==> src/rtl/alu_pkg.sv <==
// alu_pkg: shared definitions for the 4-bit lab ALU.
//   alu_op_t     : operation codes selected by alu_input_ctrl and decoded by the ALU
//   ALU_NUM_OPS  : number of defined operations (default wrap modulus for op_sel)
//   op_wrap_step : one step forward/backward through 0..num_ops-1 with wraparound
package alu_pkg;

  typedef enum logic [3:0] {
    OP_ADD = 4'd0,
    OP_SUB = 4'd1,
    OP_MUL = 4'd2,
    OP_DIV = 4'd3,
    OP_MOD = 4'd4,
    OP_AND = 4'd5,
    OP_OR  = 4'd6,
    OP_XOR = 4'd7,
    OP_SHL = 4'd8,
    OP_SHR = 4'd9
  } alu_op_t;

  localparam int ALU_NUM_OPS = 10;

  function automatic logic [3:0] op_wrap_step(input logic [3:0] cur, input logic up,
                                              input int num_ops);
    if (up) return (int'(cur) == num_ops - 1) ? 4'd0 : cur + 4'd1;
    else    return (cur == 4'd0) ? 4'(num_ops - 1) : cur - 4'd1;
  endfunction

endpackage

==> src/rtl/key_debouncer.sv <==
// key_debouncer: 2-FF synchroniser + debounce FSM for one active-low pushbutton.
//   clk         : system clock
//   rst         : synchronous active-high reset
//   key_n       : raw asynchronous key, low = pressed
//   press_pulse : one-cycle event when a press is accepted (plus auto-repeat steps)
//   held        : debounced level, 1 while the key counts as pressed
// Optional feature macro: ALU_INPUT_CTRL_AUTO_REPEAT_EN (auto-repeat while held).
// REPEAT_CYCLES = 0 disables repeat for an instance even when the macro is defined.
module key_debouncer #(
  parameter int DEBOUNCE_CYCLES = 500000,
  parameter int REPEAT_CYCLES   = 25000000
) (
  input  logic clk,
  input  logic rst,
  input  logic key_n,
  output logic press_pulse,
  output logic held
);

  localparam logic [1:0] ST_RELEASED    = 2'd0;
  localparam logic [1:0] ST_PRESS_CHK   = 2'd1;
  localparam logic [1:0] ST_PRESSED     = 2'd2;
  localparam logic [1:0] ST_RELEASE_CHK = 2'd3;

  localparam int              DW      = $clog2(DEBOUNCE_CYCLES);
  localparam logic [DW-1:0]   DB_LAST = DW'(DEBOUNCE_CYCLES - 1);

  // Synchroniser is deliberately not reset: it must keep tracking the real key
  // level through reset so a key held across reset is seen as already down.
  logic r_sync1, r_sync2;
  always_ff @(posedge clk) begin
    r_sync1 <= key_n;
    r_sync2 <= r_sync1;
  end

  logic          w_low;
  logic [1:0]    r_state;
  logic [DW-1:0] r_cnt;
  logic          r_armed;
  logic          r_press_pulse;

  assign w_low = ~r_sync2;

  // r_armed is cleared by reset and only set once the key is seen released,
  // so a key still held when reset drops can never produce an event.
  always_ff @(posedge clk) begin
    if (rst) begin
      r_state       <= ST_RELEASED;
      r_cnt         <= '0;
      r_armed       <= 1'b0;
      r_press_pulse <= 1'b0;
    end else begin
      r_press_pulse <= 1'b0;
      if (r_sync2) r_armed <= 1'b1;
      case (r_state)
        ST_RELEASED: begin
          if (w_low) begin
            r_state <= ST_PRESS_CHK;
            r_cnt   <= '0;
          end
        end
        ST_PRESS_CHK: begin
          if (!w_low) begin
            r_state <= ST_RELEASED;
            r_cnt   <= '0;
          end else if (r_cnt == DB_LAST) begin
            r_state       <= ST_PRESSED;
            r_cnt         <= '0;
            r_press_pulse <= r_armed;
          end else begin
            r_cnt <= r_cnt + 1'b1;
          end
        end
        ST_PRESSED: begin
          if (!w_low) begin
            r_state <= ST_RELEASE_CHK;
            r_cnt   <= '0;
          end
        end
        ST_RELEASE_CHK: begin
          if (w_low) begin
            r_state <= ST_PRESSED;
            r_cnt   <= '0;
          end else if (r_cnt == DB_LAST) begin
            r_state <= ST_RELEASED;
            r_cnt   <= '0;
          end else begin
            r_cnt <= r_cnt + 1'b1;
          end
        end
        default: begin
          r_state <= ST_RELEASED;
          r_cnt   <= '0;
        end
      endcase
    end
  end

  assign held = (r_state == ST_PRESSED) || (r_state == ST_RELEASE_CHK);

`ifdef ALU_INPUT_CTRL_AUTO_REPEAT_EN
  logic w_rpt_pulse;

  if (REPEAT_CYCLES > 0) begin : g_rpt
    localparam int            RW       = (REPEAT_CYCLES > 1) ? $clog2(REPEAT_CYCLES) : 1;
    localparam logic [RW-1:0] RPT_LAST = RW'(REPEAT_CYCLES - 1);

    logic [RW-1:0] r_rpt_cnt;
    logic          r_rpt_pulse;

    // Counts only while PRESSED and the key is still low; anything else
    // (release starting, other states) restarts the hold interval.
    always_ff @(posedge clk) begin
      if (rst) begin
        r_rpt_cnt   <= '0;
        r_rpt_pulse <= 1'b0;
      end else begin
        r_rpt_pulse <= 1'b0;
        if (r_state == ST_PRESSED && w_low) begin
          if (r_rpt_cnt == RPT_LAST) begin
            r_rpt_cnt   <= '0;
            r_rpt_pulse <= r_armed;
          end else begin
            r_rpt_cnt <= r_rpt_cnt + 1'b1;
          end
        end else begin
          r_rpt_cnt <= '0;
        end
      end
    end

    assign w_rpt_pulse = r_rpt_pulse;
  end else begin : g_no_rpt
    assign w_rpt_pulse = 1'b0;
  end

  assign press_pulse = r_press_pulse | w_rpt_pulse;
`else
  localparam int unused_repeat_cycles = REPEAT_CYCLES;
  assign press_pulse = r_press_pulse;
`endif

endmodule

==> src/rtl/alu_input_ctrl.sv <==
// alu_input_ctrl: pushbutton front end for the 4-bit lab ALU.
//   clk, rst            : clock, synchronous active-high reset
//   key_next_n          : step op_sel forward (active low, async)
//   key_prev_n          : step op_sel backward (active low, async)
//   key_load_n          : latch sw_a/sw_b into op_a/op_b (active low, async)
//   sw_a, sw_b          : operand switches
//   op_sel              : registered operation code, always < NUM_OPS
//   op_a, op_b          : registered operands
//   op_changed          : one-cycle pulse with the first cycle of a new op_sel
//   operands_valid      : one-cycle pulse with the first cycle of newly loaded operands
// Optional feature macro: ALU_INPUT_CTRL_AUTO_REPEAT_EN (next/prev auto-repeat).
module alu_input_ctrl
  import alu_pkg::*;
#(
  parameter int N               = 4,
  parameter int DEBOUNCE_CYCLES = 500000,
  parameter int NUM_OPS         = ALU_NUM_OPS,
  parameter int REPEAT_CYCLES   = 25000000
) (
  input  logic         clk,
  input  logic         rst,
  input  logic         key_next_n,
  input  logic         key_prev_n,
  input  logic         key_load_n,
  input  logic [N-1:0] sw_a,
  input  logic [N-1:0] sw_b,
  output alu_op_t      op_sel,
  output logic [N-1:0] op_a,
  output logic [N-1:0] op_b,
  output logic         op_changed,
  output logic         operands_valid
);

  logic       w_next_evt, w_prev_evt, w_load_evt;
  logic [2:0] w_held;

  key_debouncer #(.DEBOUNCE_CYCLES(DEBOUNCE_CYCLES), .REPEAT_CYCLES(REPEAT_CYCLES)) u_key_next (
    .clk(clk), .rst(rst), .key_n(key_next_n), .press_pulse(w_next_evt), .held(w_held[0])
  );

  key_debouncer #(.DEBOUNCE_CYCLES(DEBOUNCE_CYCLES), .REPEAT_CYCLES(REPEAT_CYCLES)) u_key_prev (
    .clk(clk), .rst(rst), .key_n(key_prev_n), .press_pulse(w_prev_evt), .held(w_held[1])
  );

  // Load never auto-repeats.
  key_debouncer #(.DEBOUNCE_CYCLES(DEBOUNCE_CYCLES), .REPEAT_CYCLES(0)) u_key_load (
    .clk(clk), .rst(rst), .key_n(key_load_n), .press_pulse(w_load_evt), .held(w_held[2])
  );

  // Debounced levels are not needed here; they remain available as debug taps.
  logic w_unused_held;
  assign w_unused_held = ^w_held;

  logic [3:0]   r_op_sel;
  logic [N-1:0] r_op_a, r_op_b;
  logic         r_op_changed, r_operands_valid;

  always_ff @(posedge clk) begin
    if (rst) begin
      r_op_sel         <= 4'(OP_ADD);
      r_op_a           <= '0;
      r_op_b           <= '0;
      r_op_changed     <= 1'b0;
      r_operands_valid <= 1'b0;
    end else begin
      r_op_changed     <= 1'b0;
      r_operands_valid <= 1'b0;
      // Simultaneous next+prev cancel out.
      if (w_next_evt != w_prev_evt) begin
        r_op_sel     <= op_wrap_step(r_op_sel, w_next_evt, NUM_OPS);
        r_op_changed <= 1'b1;
      end
      if (w_load_evt) begin
        r_op_a           <= sw_a;
        r_op_b           <= sw_b;
        r_operands_valid <= 1'b1;
      end
    end
  end

  assign op_sel         = alu_op_t'(r_op_sel);
  assign op_a           = r_op_a;
  assign op_b           = r_op_b;
  assign op_changed     = r_op_changed;
  assign operands_valid = r_operands_valid;

endmodule

==> config.mk <==
export PLATFORM = sky130hd
export DESIGN_NAME = alu_input_ctrl
export DESIGN_NICKNAME = d
export VERILOG_FILES = /design/src/rtl/alu_pkg.sv /design/src/rtl/key_debouncer.sv /design/src/rtl/alu_input_ctrl.sv
export SDC_FILE = /design/constraint.sdc
export NUM_CORES = 1
export LEC_CHECK = 0
export ABC_AREA = 0
export CAP_MARGIN = 15
export CORE_ASPECT_RATIO = 1.5
export CORE_UTILIZATION = 55
export CTS_CLUSTER_SIZE = 8
export DETAILED_ROUTE_END_ITERATION = 10
export GPL_ROUTABILITY_DRIVEN = 0
export PLACE_DENSITY = 0.75
export SKIP_CTS_REPAIR_TIMING = 1
export SLEW_MARGIN = 5
export SYNTH_ARGS = -nofsm -noshare
export SYNTH_HDL_FRONTEND = slang
export SYNTH_SLANG_ARGS = --single-unit
==> constraint.sdc <==
create_clock -name clk -period 2.38 [get_ports clk]
set_clock_uncertainty 0.2 [all_clocks]
set_input_delay 0.476 -clock clk [delete_from_list [all_inputs] [get_ports clk]]
set_output_delay 0.476 -clock clk [all_outputs]
set_load 0.03 [all_outputs]
After elaboration in Yosys (flattened, before gate mapping)
Cells that the tools add are included.

word-level totals
  flip-flop bits (word level) = 89
  bits of input ports = 13
  output and inout bits = 14
  logic and storage cells = 117

operators by class
  add/subtract/negate cells = 5
  equal/unequal tests = 26
  multiplexer cells = 44
  bitwise logic cells = 6
  reductions and logical operators = 13

operators by type and width
  operator                                             count
  2-to-1 mux 19 bit                                    15
  one-hot mux 19 bit (4 select lines)                  3
  adder 19 x 1 -> 19 bit, second input constant        3
  equality test 19 bit, second input constant          3
  2-to-1 mux 2 bit                                     18
  one-hot mux 2 bit (4 select lines)                   3
  equality test 2 bit, second input constant           6
  2-to-1 mux 4 bit                                     3
  AND reduction 4 bit                                  3
  OR reduction 4 bit                                   3
  != test 3 x 1 -> 1 bit, second input constant        3
  != test 3 bit, second input constant                 3
  equality test 2 x 1 -> 1 bit, second input constant  3
  logical NOT 2 bit                                    3
  != test 2 x 1 -> 1 bit, second input constant        3
  != test 2 bit, second input constant                 3
  NOT 1 bit                                            6
  AND reduction 2 bit                                  3
  adder 4 x 1 -> 4 bit, second input constant          1
  equality test 4 bit, second input constant           1
  logical NOT 4 bit                                    1
  subtractor 4 x 1 -> 4 bit, second input constant     1
  2-to-1 mux 1 bit                                     2
  != test 1 bit                                        1

Longest topological paths before layout
Gate-level depths: netlist of the first run.

  word-level depth = 4
  gate-level depth with buffers = 8
  gate-level depth less buffers = 6

By module
Synthesis of the first run repeated with hierarchy kept, for this count alone.

unflattened totals
  cells, all modules = 500
  area, all modules = 4219.0 µm²

by module, submodules not included
  module                          times used  cells each  area each (µm²)  seq. area each (µm²)
  key_debouncer (u_key_load ...)  2           144         1192.4           500.5
  key_debouncer (u_key_prev)      1           147         1229.9           500.5
  alu_input_ctrl                  1           65          604.3            280.3

Worst setup path before layout of the first run
OpenSTA, ideal clock, no wires.

  path kind = flip-flop to flip-flop
  start point = register u_key_next.r_cnt[0]
  end point = register u_key_next.r_cnt[13]
  library setup time = 0.087 ns
  arrival = 1.839 ns
  data required time = 2.093 ns
  slack = 0.254 ns
  stages on the path, launching flop included = 8
  path buffers = 1
  clock period less this slack = 2.126 ns
  cell sequence = dfxtp_1 -> ha_1 -> and4_1 -> and4_1 -> a211oi_4 -> buf_6 -> nand4_1 -> o31ai_1

on the way
  word-level cells in the longest chain between the ends = 4
  elaborated cells between the ends (all ways) = 6
  classes of those cells = 1 x add/sub; 1 x eq/ne; 4 x mux

RTL lines
  what                                                            RTL line                                  source
  start, declared                                                 key_debouncer.sv:38                       logic [DW-1:0] r_cnt;
  start signal, assigned                                          key_debouncer.sv:71                       r_cnt <= r_cnt + 1'b1;
  start signal, assigned                                          key_debouncer.sv:88                       r_cnt <= r_cnt + 1'b1;
  adder 19 x 1 -> 19 bit or equality test 19 bit (tied branches)  -
  2-to-1 mux 19 bit (*)                                           key_debouncer.sv:66, key_debouncer.sv:84
  2-to-1 mux 19 bit (on tied branches)                            key_debouncer.sv:81, key_debouncer.sv:63
  one-hot mux 19 bit (4 select lines) (*)                         key_debouncer.sv:55                       case (r_state)

Mark *: on every way between the ends. The rest lies on a longest branch, timed or not.
A chain may end at the register's enable or synchronous reset.

Worst setup path after layout of the first run
  start point = register u_key_next.r_cnt[10]
  end point = register u_key_next.r_cnt[12]

The elaborated chain is that of the path after synthesis.

==> results.md, run 1 <==
* Worst rel slew slack at between 60% and 70%
* Filler instances at 620
* Placed Instances at between 600 and 700
* Worst path cell trace: or4_4 -> nor4_4 -> a211oi_4 -> buf_12 -> a21o_1 -> a22o_1
* Detail Route Antenna Nets at 0
* P&R area growth vs syn at 17.4%
* Max frequency at ~0.44 GHz
* Post-synthesis mux area share at roughly 6.7%
* GR Util met2 at 43.3%
* Synth Area in Simple Gates at around 28%
* Clock Path Buffers at 2
* Worst VDD drop at 0.325 mV
* Final Hold Viols at 0
* Net Sw Power at roughly 700 uW
* Post-Synth XOR/XNOR Area at a little over 2%
* CP arrival at about 2300 ps
* Initial antenna violation count at 0
* RSZ-0062 raised after global routing: false
* CTS tree: yes
* Crit Path Class: reg2reg
* H-tree levels at 3
* Adder-Cell Fraction of Synth Area at less than 1%
* Clock tree root driver cell: clkbuf_8
* Syn_nets at between 400 and 500
* Final wirelength at a little under 9000 um
* Synth Warn # at 0
* DR vias at 3677
* Initial Util at 57.6%
* CP max stage delay at around 550 ps
* HP Class: reg2reg
* Distinct cells, synth at 61
* Cell area after synthesis at about 4200 um2
* Post-synthesis sequential area ratio at a little over two fifths
* Tcrit/Tclk final at ~95%
* Leakage at 0.00173 uW
* Delay-heaviest family, CP: simple AND/OR/NAND/NOR gates
* Post-synthesis cell count at a little under 500
* Switching Share at a little under a quarter
* Maxcap violations at 0
* Initial DRT Pass Iterations at 5
* Critical path buffers and inverters at 1
* Critical path's slowest cell: or4_4
* Mapped Avg Cell Area at around 8.7 um2
* First-pass GRT wire length at between 10000 and 15000 um
* Met3 Track Usage GR at ~6.1%
* Async SR Flop Fraction at 0%
* CP Launch Type: flop
* Rows at 38
* Cell-internal power at roughly 2300 uW
* Vias in the first global route at 3354
* Final HPWL DP at 6260 um
* Largest family of logic cells by synthesized area: simple AND/OR/NAND/NOR gates
* Pins Over Slew Limit at 0
* DR vias/cell at 5.90
* Share of layout cells above drive strength 1 at 10.5%
* GRT Util Overall at between 20% and 30%
* #FFs+latches synth at slightly below 90
* Post-synth top flop: dfxtp_1
* Clock power share at between 40% and 50%
* Die X at ~73 um
* Die H at between 100 and 150 um
* PD cells at approximately 600 nW/um2
* # nets final at 534
* Fin Setup TNS at 0 ps
* Comb power frac at between 7 and 8%
* Die area at approximately 8000 um2
* Clock Latency Late Sink at between 300 and 400 ps
* GRT overflow at 0
* DRC Markers at 0
* IO Port Bufs at 26
* Compound-Gate Fraction of Synth Area at approximately 17%
* Actual slew at the worst max-slew pin at between 500 and 600 ps
* Largest net degree at the start of global routing at 32
* Non-filler cells in the finished layout at about 620
* Worst path required time at 2450 ps
* CP endpoint kind: flop
* Status: finished, final reports clean
* GRT Max-Usage Layer: met2
* WL per Instance at between 10 and 15 um
* Reg clk slew, reported paths at 90 ps
* Final setup viols at 0
* Number of top-level design ports at 27
* Total CTS buffers at 9
* Met1 Use GR at 25.7%
* Diode count at 0
* Initial drt markers at around 170
* Core area at 7320 um2
* Peak fanout along the critical path at 15
* Min cycle time layout at 2260 ps
* Post-synth EDFFs at 0
* Reg power frac at ~51%
* CTS Sinks at a little under 90
-- cell families after synthesis --
family,count (synthesis)
buffers and inverters,32
multiplexers,28
flip-flops,89
AO/OA/AOI/OAI,106
adder cells (fa/ha/maj),3
AND/OR/NAND/NOR,214
XOR/XNOR,10
-- final timing paths --
path | startpoint | endpoint | slack [ps] | cells past startpoint
setup reg to reg | u_key_next.r_cnt[10]$_SDFFE_PP0P_ | u_key_next.r_cnt[12]$_SDFFE_PP0P_ | 120 | 6
hold reg to reg | u_key_load.r_sync1$_DFF_P_ | u_key_load.r_sync2$_DFF_P_ | 130 | 0
setup / recovery | u_key_next.r_cnt[10]$_SDFFE_PP0P_ | u_key_next.r_cnt[12]$_SDFFE_PP0P_ | 120 | 6
hold / removal | u_key_load.r_sync1$_DFF_P_ | u_key_load.r_sync2$_DFF_P_ | 130 | 0
-- cells in the mapped netlist, drive strengths merged, types with 6 or more instances --
master	count	area, um2
mux2i	27	270
clkbuf	14	52.6
nor3	11	60.1
a22o	11	96.3
nand3	37	185
and2	6	38.8
a21o	7	52.6
nor4	6	67.6
o21ai	10	50.1
a31oi	17	106
xnor2	9	78.8
and3	9	56.3
and4	9	78.8
inv	9	33.8
a21oi	41	209
dfxtp	89	1780
nor2	45	169
nand2	37	139
nand4	20	125
buf	9	63.8
-- worst register-to-register path, cell delays in order (launching register included) --
cell and delay [ps]:
dfxtp_1 340, or4_4 550, nor4_4 390, a211oi_4 140
buf_12 170, a21o_1 160, a22o_1 220
-- metal layers --
layer,share of wire (%),vias up,wire length [um]
li1,-,1854,-
met1,41,1727,3570
met2,54,78,4730
met3,3.7,18,323
met4,1.9,0,165
met5,0,-,0
-- layout by cell type (no fill, tap or decap), types with 10 or more instances in the layout --
master / Yosys / routed
buf_4: 1 / 18
nand3_1: 37 / 37
clkdlybuf4s50_1: 0 / 25
nand2_1: 37 / 37
a22o_1: 11 / 11
dfxtp_1: 89 / 89
nor2_1: 45 / 45
nand4_1: 20 / 20
nor3_1: 10 / 10
mux2i_1: 27 / 27
a21oi_1: 40 / 39
a31oi_1: 17 / 17
-- power groups by stage --
stage	Clock [uW]	Sequential [uW]	Combinational, uW
6_report	1260	1530	212
5_1_grt	1350	1540	235
4_1_cts	1290	1530	211
3_5_place_dp	0	1570	210
3_3_place_gp	0	1570	205
2_1_floorplan	0	1560	140
-- registers in the layout, summed over array words and instances, names as in the netlist, 4 cells and up, named ones only --
signal,cells
u_key_prev.r_cnt,19
u_key_load.r_cnt,19
op_a,4
op_b,4
u_key_next.r_cnt,19
op_sel,4
-- through the flow --
step | hold WS [ps] | power, uW | worst slack (ps) | utilization [%] | instance area, um2
2_1_floorplan | 110 | 1700 | 254 | - | 4220
3_3_place_gp | 115 | 1770 | 57.8 | 64.1 | 4690
3_5_place_dp | 116 | 1780 | -18.2 | 64.1 | 4690
4_1_cts | 138 | 3030 | 19.4 | 67.4 | 4930
5_1_grt | 141 | 3120 | 47.8 | 67.6 | 4950
6_report | 132 | 3000 | 121 | 67.6 | 4950
-- layout make-up --
type                            count  area, um2  area share (%)
Sequential cell                    89       1780            36.0
Multi-Input combinational cell    361       2300            46.4
Clock buffer                       10        128            2.58
Clock inverter                      6        115            2.33
Timing Repair Buffer               48        469            9.48
Tap cell                          100        125            2.53
Inverter                            9       33.8           0.683
No activity file was read; power rests on OpenSTA's default activity.
==> run 2, diff against run 1 <==
--- a/config.mk
+++ b/config.mk
@@ -6,13 +6,13 @@
 export NUM_CORES = 1
 export LEC_CHECK = 0
 export ABC_AREA = 0
-export CAP_MARGIN = 15
+export CAP_MARGIN = 20
 export CORE_ASPECT_RATIO = 1.5
-export CORE_UTILIZATION = 55
+export CORE_UTILIZATION = 59
 export CTS_CLUSTER_SIZE = 8
 export DETAILED_ROUTE_END_ITERATION = 10
 export GPL_ROUTABILITY_DRIVEN = 0
-export PLACE_DENSITY = 0.75
+export PLACE_DENSITY = 0.79
 export SKIP_CTS_REPAIR_TIMING = 1
 export SLEW_MARGIN = 5
 export SYNTH_ARGS = -nofsm -noshare
==> constraint.sdc (replaced) <==
create_clock -name clk -period 2.38 [get_ports clk]
set_clock_uncertainty 0.2 [all_clocks]
set_input_delay 0.238 -clock clk [delete_from_list [all_inputs] [get_ports clk]]
set_output_delay 0.238 -clock clk [all_outputs]
set_load 0.03 [all_outputs]
==> results.md, run 2 (synthesized netlist as in run 1, its figures left out) <==
* Status: finished, final reports clean
* Fin area at between 4000 and 5000 um2
* Worst path cell trace: or4_4 -> nor4_4 -> a211oi_4 -> buf_4 -> a21o_1 -> a22o_1
* Net Sw Power at 653 uW
* Critical path buffers and inverters at 1
* Actual slew at the worst max-slew pin at roughly 610 ps
* Crit Path Class: reg2reg
* H-tree levels at 3
* P&R area growth vs syn at 17.6%
* Most frequent cells in the layout: dfxtp_1 (89), nor2_1 (45), a21oi_1 (39)
* Setup WS post-layout at slightly above 100 ps
* CTS Sinks at 89
* Comb power frac at under 10%
* Critical path's slowest cell: or4_4
* Total Power at between 2000 and 3000 uW
* Max frequency at 0.439 GHz
* Largest net degree at the start of global routing at 23
* Number of top-level design ports at 27
* CP arrival at ~2300 ps
* First-pass GRT wire length at 14500 um
* Initial DRT Pass Iterations at 6
* Post-layout util at between 70 and 80%
* Placed Area at around 4700 um2
* Rows at 37
* Share of layout cells above drive strength 1 at 12.5%
* Total CTS buffers at 9
* Final setup viols at 0
* Cell-internal power at 2200 uW
* Worst path required time at 2440 ps
* CP endpoint kind: flop
* Peak fanout along the critical path at 15
* Delay-heaviest family, CP: simple AND/OR/NAND/NOR gates
* CP max stage delay at between 500 and 600 ps
* Pre-CTS setup slack at -170 ps
* Final HPWL DP at 6190 um
* Tcrit/Tclk final at approximately 96%
* Switching Share at 22.9%
* Worst rel slew slack at between 50% and 60%
* Maxcap violations at 0
* Initial drt markers at ~210
* Clock Latency Late Sink at ~360 ps
* Core area at a little under 7000 um2
* Reg clk slew, reported paths at approximately 80 ps
* GRT overflow at 0
* Diode count at 0
* Pins Over Slew Limit at 0
* Clock power share at 38.6%
* Final wirelength at 8690 um
* Vias in the first global route at about 3400
* WL per Instance at 14.1 um
* Leakage at roughly 0.0018 uW
* DRC Markers at 0
* GRT Util Overall at around 24%
* Regs by FF count: u_key_load.r_cnt (19), u_key_next.r_cnt (19), u_key_prev.r_cnt (19)
* HP Class: in2reg
* DR vias/cell at between 6 and 7
* Initial Util at between 60% and 70%
* Die area at 7490 um2
* Die H at 106 um
* CTS tree: yes
* Reg power frac at approximately 54%
* Commonest non-fill, non-tap cell in the layout: dfxtp_1
* Clock tree root driver cell: clkbuf_8
* Worst VDD drop at around 0.50 mV
* PD cells at 575 nW/um2
* Initial antenna violation count at 0
* Min cycle time layout at roughly 2300 ps
* DR vias at about 3700
* Die X at slightly above 70 um
* CP Launch Type: flop
* Detail Route Antenna Nets at 0
* RSZ-0062 raised after global routing: false
* Min Hold Slack at 116 ps
* Clock Path Buffers at 2
* IO Port Bufs at 26
* # nets final at ~550
* Final Hold Viols at 0
[run 2: cell count changes in the layout (fill, tap and decap cells not counted), sizes merged]
cell,change
buf,+14
clkinv,+2
bufinv,-1
clkdlybuf4s50,+1
dlymetal6s2s,-1
inv,-1
[run 2: final timing paths]
| path | from | end | slack (ps) | cells after the start |
|---|---|---|---|---|
| min reg2reg | u_key_load.r_sync1$_DFF_P_ | u_key_load.r_sync2$_DFF_P_ | 130 | 0 |
| max | u_key_next.r_cnt[11]$_SDFFE_PP0P_ | u_key_next.r_cnt[12]$_SDFFE_PP0P_ | 100 | 6 |
| min | key_load_n | u_key_load.r_sync1$_DFF_P_ | 120 | 1 |
| max reg2reg | u_key_next.r_cnt[11]$_SDFFE_PP0P_ | u_key_next.r_cnt[12]$_SDFFE_PP0P_ | 100 | 6 |
[run 2: power groups by stage]
stage / clock network, uW / registers [uW] / logic (uW)
finish: 1100 / 1530 / 221
global route: 1180 / 1530 / 243
CTS: 1130 / 1530 / 220
detailed placement: 0 / 1560 / 219
global placement: 0 / 1560 / 212
floorplan: 0 / 1560 / 140
[run 2: per-layer routing]
layer / share of wire [%] / vias to the layer above / GRT usage [%]
met3: 2.6 / 15 / 2.87
met2: 53 / 62 / 43.5
li1: - / 1884 / -
met5: 0 / - / 0
met1: 42 / 1776 / 27.5
met4: 2.7 / 0 / 12.6
[run 2: stage by stage]
stage	setup TNS (ps)	std cells
2_1_floorplan	0	482
5_1_grt	0	615
6_report	0	615
4_1_cts	-886	614
3_5_place_dp	-722	598
3_3_place_gp	-123	598
[run 2: final cells by class]
cell class / instances / area [um2]
Multi-Input combinational cell: 361 / 2290
Inverter: 9 / 33.8
Fill cell: 513 / 1940
Sequential cell: 89 / 1780
Tap cell: 78 / 97.6
Clock inverter: 6 / 82.6
Timing Repair Buffer: 62 / 547
Clock buffer: 10 / 128
==> variant 1, RTL diff (config.mk and constraints of run 1) <==
Register the inputs `key_next_n`, `key_prev_n`, `key_load_n`, `sw_a` and `sw_b` before use, cleared by the reset. The logic sees them one clock later.
--- a/src/rtl/alu_input_ctrl.sv
+++ b/src/rtl/alu_input_ctrl.sv
@@ -31,20 +31,42 @@
   output logic         operands_valid
 );
 
+  logic key_next_n_q;
+  logic key_prev_n_q;
+  logic key_load_n_q;
+  logic [N-1:0] sw_a_q;
+  logic [N-1:0] sw_b_q;
+
+  always_ff @(posedge clk) begin
+    if (rst) begin
+      key_next_n_q <= '0;
+      key_prev_n_q <= '0;
+      key_load_n_q <= '0;
+      sw_a_q       <= '0;
+      sw_b_q       <= '0;
+    end else begin
+      key_next_n_q <= key_next_n;
+      key_prev_n_q <= key_prev_n;
+      key_load_n_q <= key_load_n;
+      sw_a_q       <= sw_a;
+      sw_b_q       <= sw_b;
+    end
+  end
+
   logic       w_next_evt, w_prev_evt, w_load_evt;
   logic [2:0] w_held;
 
   key_debouncer #(.DEBOUNCE_CYCLES(DEBOUNCE_CYCLES), .REPEAT_CYCLES(REPEAT_CYCLES)) u_key_next (
-    .clk(clk), .rst(rst), .key_n(key_next_n), .press_pulse(w_next_evt), .held(w_held[0])
+    .clk(clk), .rst(rst), .key_n(key_next_n_q), .press_pulse(w_next_evt), .held(w_held[0])
   );
 
   key_debouncer #(.DEBOUNCE_CYCLES(DEBOUNCE_CYCLES), .REPEAT_CYCLES(REPEAT_CYCLES)) u_key_prev (
-    .clk(clk), .rst(rst), .key_n(key_prev_n), .press_pulse(w_prev_evt), .held(w_held[1])
+    .clk(clk), .rst(rst), .key_n(key_prev_n_q), .press_pulse(w_prev_evt), .held(w_held[1])
   );
 
   // Load never auto-repeats.
   key_debouncer #(.DEBOUNCE_CYCLES(DEBOUNCE_CYCLES), .REPEAT_CYCLES(0)) u_key_load (
-    .clk(clk), .rst(rst), .key_n(key_load_n), .press_pulse(w_load_evt), .held(w_held[2])
+    .clk(clk), .rst(rst), .key_n(key_load_n_q), .press_pulse(w_load_evt), .held(w_held[2])
   );
 
   // Debounced levels are not needed here; they remain available as debug taps.
@@ -71,8 +93,8 @@
         r_op_changed <= 1'b1;
       end
       if (w_load_evt) begin
-        r_op_a           <= sw_a;
-        r_op_b           <= sw_b;
+        r_op_a           <= sw_a_q;
+        r_op_b           <= sw_b_q;
         r_operands_valid <= 1'b1;
       end
     end
Formal check against the unedited RTL: same outputs for any inputs over 10 cycles, from zero or initial values and one cycle with rst high; that may be too few to reach the edited logic, so the function may still have changed.
==> variant 1 against run 1 <==
Final area up 6.4%. Sequential share of layout area grew 2.0 points. Via count increased by 7.0%. Synthesized cell count up 8.1%. Core utilization shrank 1.4 points. Critical path type unchanged. Fmax decreased by 0.76%. Total power rose by 14%. Setup slack got worse by 0.017 ns. Sequential cell count increased by 11. Synthesized area rose by 7.1%. Routed wire length is 8.3% higher. Final cell count rose by 7.1%. Largest power group unchanged. Die area rose by 6.9%.
==> variant 1: results (changes against run 1) <==
[status]
status = completed  ; unchanged

[placement]
post-place-ws_ns = 0.0814  ; was -0.0182 ns
dp_hpwl_mm = 6.53  ; was 6.26 mm
dp_cells = 651  ; was 607

[grt]
grt_max_degree = 29  ; was 32
grtUsageTotal_pct = 22.6  ; was 23.8%
grt_pass1_wl_mm = 16.0  ; was 14.8 mm
met2_usage_pct = 39.6  ; was 43.3%

[clock_network]
cts_sinks = 100  ; was 89
clock_latency_ns = 0.34  ; was 0.38 ns

[yosys]
ys_types = 60  ; was 61
synthMuxAreaShare_pct = 2.47  ; was 6.68%
syn_nets = 537  ; was 498
synthDominantCellAreaShare_pct = 44.4  ; was 42.3%
synth-xor-area-share_pct = 2.30  ; was 2.08%
syn_avg_cell_area_sq_um = 8.66  ; was 8.75 sq um
synthTopCellsByArea = dfxtp_1 (44%), a21oi_1 (4.1%), a31oi_1 (4.0%)  ; was dfxtp_1 (42%), mux2i_1 (6.4%), a21oi_1 (4.7%)

[routing]
drt_pass1_iterations = 4  ; was 5
post_drt_via_cell_ratio = 5.90  ; about the same
met2WireLength_mm = 4.83  ; was 4.73 mm
drtIter0Drc = 247  ; was 165
dr_wl_met3_um = 340  ; was 323 um
drt_wl_total_mm = 9.51  ; was 8.78 mm
wl_met1_mm = 4.18  ; was 3.57 mm

[cells_and_area]
buffers = 49  ; was 48
clockNetworkAreaShare_pct = 5.61  ; was 4.91%
multi_input_area_sq_um = 2360  ; was 2300 sq um
fin_cells = 667  ; was 623
num-nonclk-inverters = 14  ; was 9
buf_share_pct = 8.13  ; was 9.48%
num-multi-input-gates = 383  ; was 361
finalCoreUtilization_pct = 66.2  ; was 67.6%
clock_buffers = 11  ; was 10

[power]
p_switching_uw = 782  ; was 695 uW
pg_seq_mw = 1.74  ; was 1.53 mW
power_leakage_nw = 1.80  ; was 1.73 nW

[die]
die_w_um = 76.0  ; was 73.5 um

[worst_setup_path]
max_stage_delay_ns = 0.57  ; was 0.55 ns
crit_path_top_delay_cell = or4b_1  ; was or4_4

[timing]
slew_headroom_pct = 58.3  ; was 62.4%

-- variant 1: changes by cell type in the layout (fill, tap and decap cells not counted), sizes merged, moves of 9 or more --
| cell | delta |
|---|---|
| nor2b | +12 |
| nand3 | -9 |
| nand2b | +9 |
| dfxtp | +11 |
| mux2i | -17 |
| a31oi | +12 |
-- variant 1: final timing paths --
path	startpoint	cells past startpoint	slack (ns)	endpoint
min	key_next_n_q	0	0.13	u_key_next.r_sync1
min reg2reg	key_next_n_q	0	0.13	u_key_next.r_sync1
max	u_key_next.r_cnt[0]	6	0.10	u_key_next.r_cnt[18]
max reg2reg	u_key_next.r_cnt[0]	6	0.10	u_key_next.r_cnt[18]
-- variant 1: cell families after synthesis --
family	Yosys count
DFF	100
buffers and inverters	38
and+or+nand+nor	240
adders and majority gates	3
xor gates and xnor gates	11
muxes	11
AOI/OAI and AO/OA	118
==> variant 2, RTL diff (settings of run 1) <==
Made on the original files. Add a define of `ALU_INPUT_CTRL_AUTO_REPEAT_EN`.
--- a/src/rtl/key_debouncer.sv
+++ b/src/rtl/key_debouncer.sv
@@ -6,6 +6,8 @@
 //   held        : debounced level, 1 while the key counts as pressed
 // Optional feature macro: ALU_INPUT_CTRL_AUTO_REPEAT_EN (auto-repeat while held).
 // REPEAT_CYCLES = 0 disables repeat for an instance even when the macro is defined.
+`define ALU_INPUT_CTRL_AUTO_REPEAT_EN
+
 module key_debouncer #(
   parameter int DEBOUNCE_CYCLES = 500000,
   parameter int REPEAT_CYCLES   = 25000000
Function: same outputs for any inputs over 10 cycles, from zero or initial values and one cycle with rst high; that may be too few to reach the edited logic, so the function may still have changed.
==> variant 2 against run 1 <==
Critical endpoint is now op_sel[2]. Non-clock buffer count up 2. Final area up 53%. Register-to-register slack better by 0.07 ns. Sequential cell count up 52. Routed wire length up 57%. Synthesized area up 55%. Highest routed layer unchanged. Total power up 68%. Setup slack worse by 0.027 ns.
==> variant 2: results (changes against run 1) <==
[clock_network]
cts_buffers = 17  ; was 9
cts_root_buffer = clkbuf_16  ; was clkbuf_8
htree_levels = 4  ; was 3
clock_latency_ns = 0.41  ; was 0.38 ns

[routing]
drt_pass1_iterations = 4  ; was 5
post_drt_via_cell_ratio = 5.77  ; was 5.90
routed-via-count = 5564  ; was 3677
drt_wl_total_mm = 13.8  ; was 8.78 mm
drtIter0Drc = 264  ; was 165

[grt]
grtUsageTotal_pct = 22.8  ; was 23.8%
antenna_found_initial = 0  ; unchanged
grt_pass1_wl_mm = 23.3  ; was 14.8 mm
grt_max_degree = 33  ; was 32
first_global_vias = 5376  ; was 3354

[worst_setup_path]
crit_path_top_delay_cell = clkdlybuf4s50_1  ; was or4_4
worstPathArrival_ns = 1.61  ; was 2.33 ns
reg2reg_slack_ns = 0.19  ; was 0.12 ns
crit_family = buffers and inverters  ; was simple AND/OR/NAND/NOR gates
worstPathMaxFanout = 9  ; was 15
max_stage_delay_ns = 0.74  ; was 0.55 ns

[power]
power_leakage_nw = 2.53  ; was 1.73 nW
ir_worst_vdd_mv = 0.435  ; was 0.325 mV

[cells_and_area]
drive_gt1_share_pct = 9.57  ; was 10.5%
top_regs = u_key_next.g_rpt.r_rpt_cnt: 25 flops, u_key_prev.g_rpt.r_rpt_cnt: 25 flops  ; was u_key_load.r_cnt: 19 flops, u_key_next.r_cnt: 19 flops, u_key_prev.r_cnt: 19 flops
finalNetCount = 820  ; was 534

[timing]
setup_violations = 0  ; unchanged
hold_slack_ns = 0.129  ; was 0.132 ns

[status]
status = completed  ; unchanged

[yosys]
yosys_warnings = 0  ; unchanged
synthTopCellsByArea = dfxtp_1 (43%), nor2_1 (6.3%), xor2_1 (4.4%)  ; was dfxtp_1 (42%), mux2i_1 (6.4%), a21oi_1 (4.7%)
ys_seq_area_share_pct = 43.3  ; was 42.3%
ys_types = 67  ; was 61
syn_nets = 783  ; was 498
yosys-top-cells-count = dfxtp_1 (141), nor2_1 (110), nand2_1 (57), nand3_1 (57), a21oi_1 (49)  ; was dfxtp_1 (89), nor2_1 (45), a21oi_1 (40)

[placement]
placed_cell_area_sq_um = 7020  ; was 4690 sq um
dp_hpwl_mm = 9.58  ; was 6.26 mm
dp_cells = 932  ; was 607

-- variant 2: cell types whose count changed in the layout (fill, tap and decap cells not counted), moves of 14 or more --
cell	before	now
nand3_1	37	57
xor2_1	1	33
clkbuf_16	0	17
nand4_1	20	34
nand2_1	37	57
nor2_1	45	110
dfxtp_1	89	141
-- variant 2: logic make-up after synthesis --
group | share of synthesized area [%]
xor gates and xnor gates | 7.50
AOI/OAI and AO/OA | 11.4
and+or+nand+nor | 30.6
buffers and inverters | 3.72
adders and majority gates | 0.959
muxes | 2.61
DFF | 43.3
-- variant 2: layout make-up --
| class | count | area, sq um |
|---|---|---|
| clock buffer | 18 | 429 |
| timing repair buffer | 50 | 478 |
| tap | 150 | 188 |
| multi-input combinational | 571 | 3460 |
| fill | 967 | 3940 |
| clock inverter | 14 | 138 |
| sequential | 141 | 2820 |
| inverter | 21 | 78.8 |
-- variant 2: path summary, 6_finish.rpt --
path,startpoint,endpoint
setup / recovery,op_sel[2],op_sel[2]
hold / removal,u_key_next.r_sync1,u_key_next.r_sync2
setup reg to reg,u_key_next.r_cnt[0],u_key_next.r_cnt[18]
hold reg to reg,u_key_next.r_sync1,u_key_next.r_sync2
-- variant 2: metrics by stage --
step	TNS, ns	worst slack (ns)
finish	0	0.0940
global route	0	0.0437
CTS	-0.0437	-0.0437
detailed placement	-1.29	-0.163
global placement	-0.510	-0.103
floorplan	0	0.409
-- variant 2: power by group --
group	internal [mW]	switching, mW	total, mW	leakage, nW
Sequential	2.38	0.0184	2.40	1.14
Combinational	0.0679	0.0804	0.148	1.13
Clock	1.46	1.05	2.51	0.265
-- variant 2: metal layers --
metal  vias to the layer above  global-route usage (%)  wire (um)
met5                         -                       0          0
met4                         0                    8.82        293
met3                        26                    4.66        374
met2                        74                    43.9       7420
met1                      2657                    24.2       5680
li1                       2807                       -          -
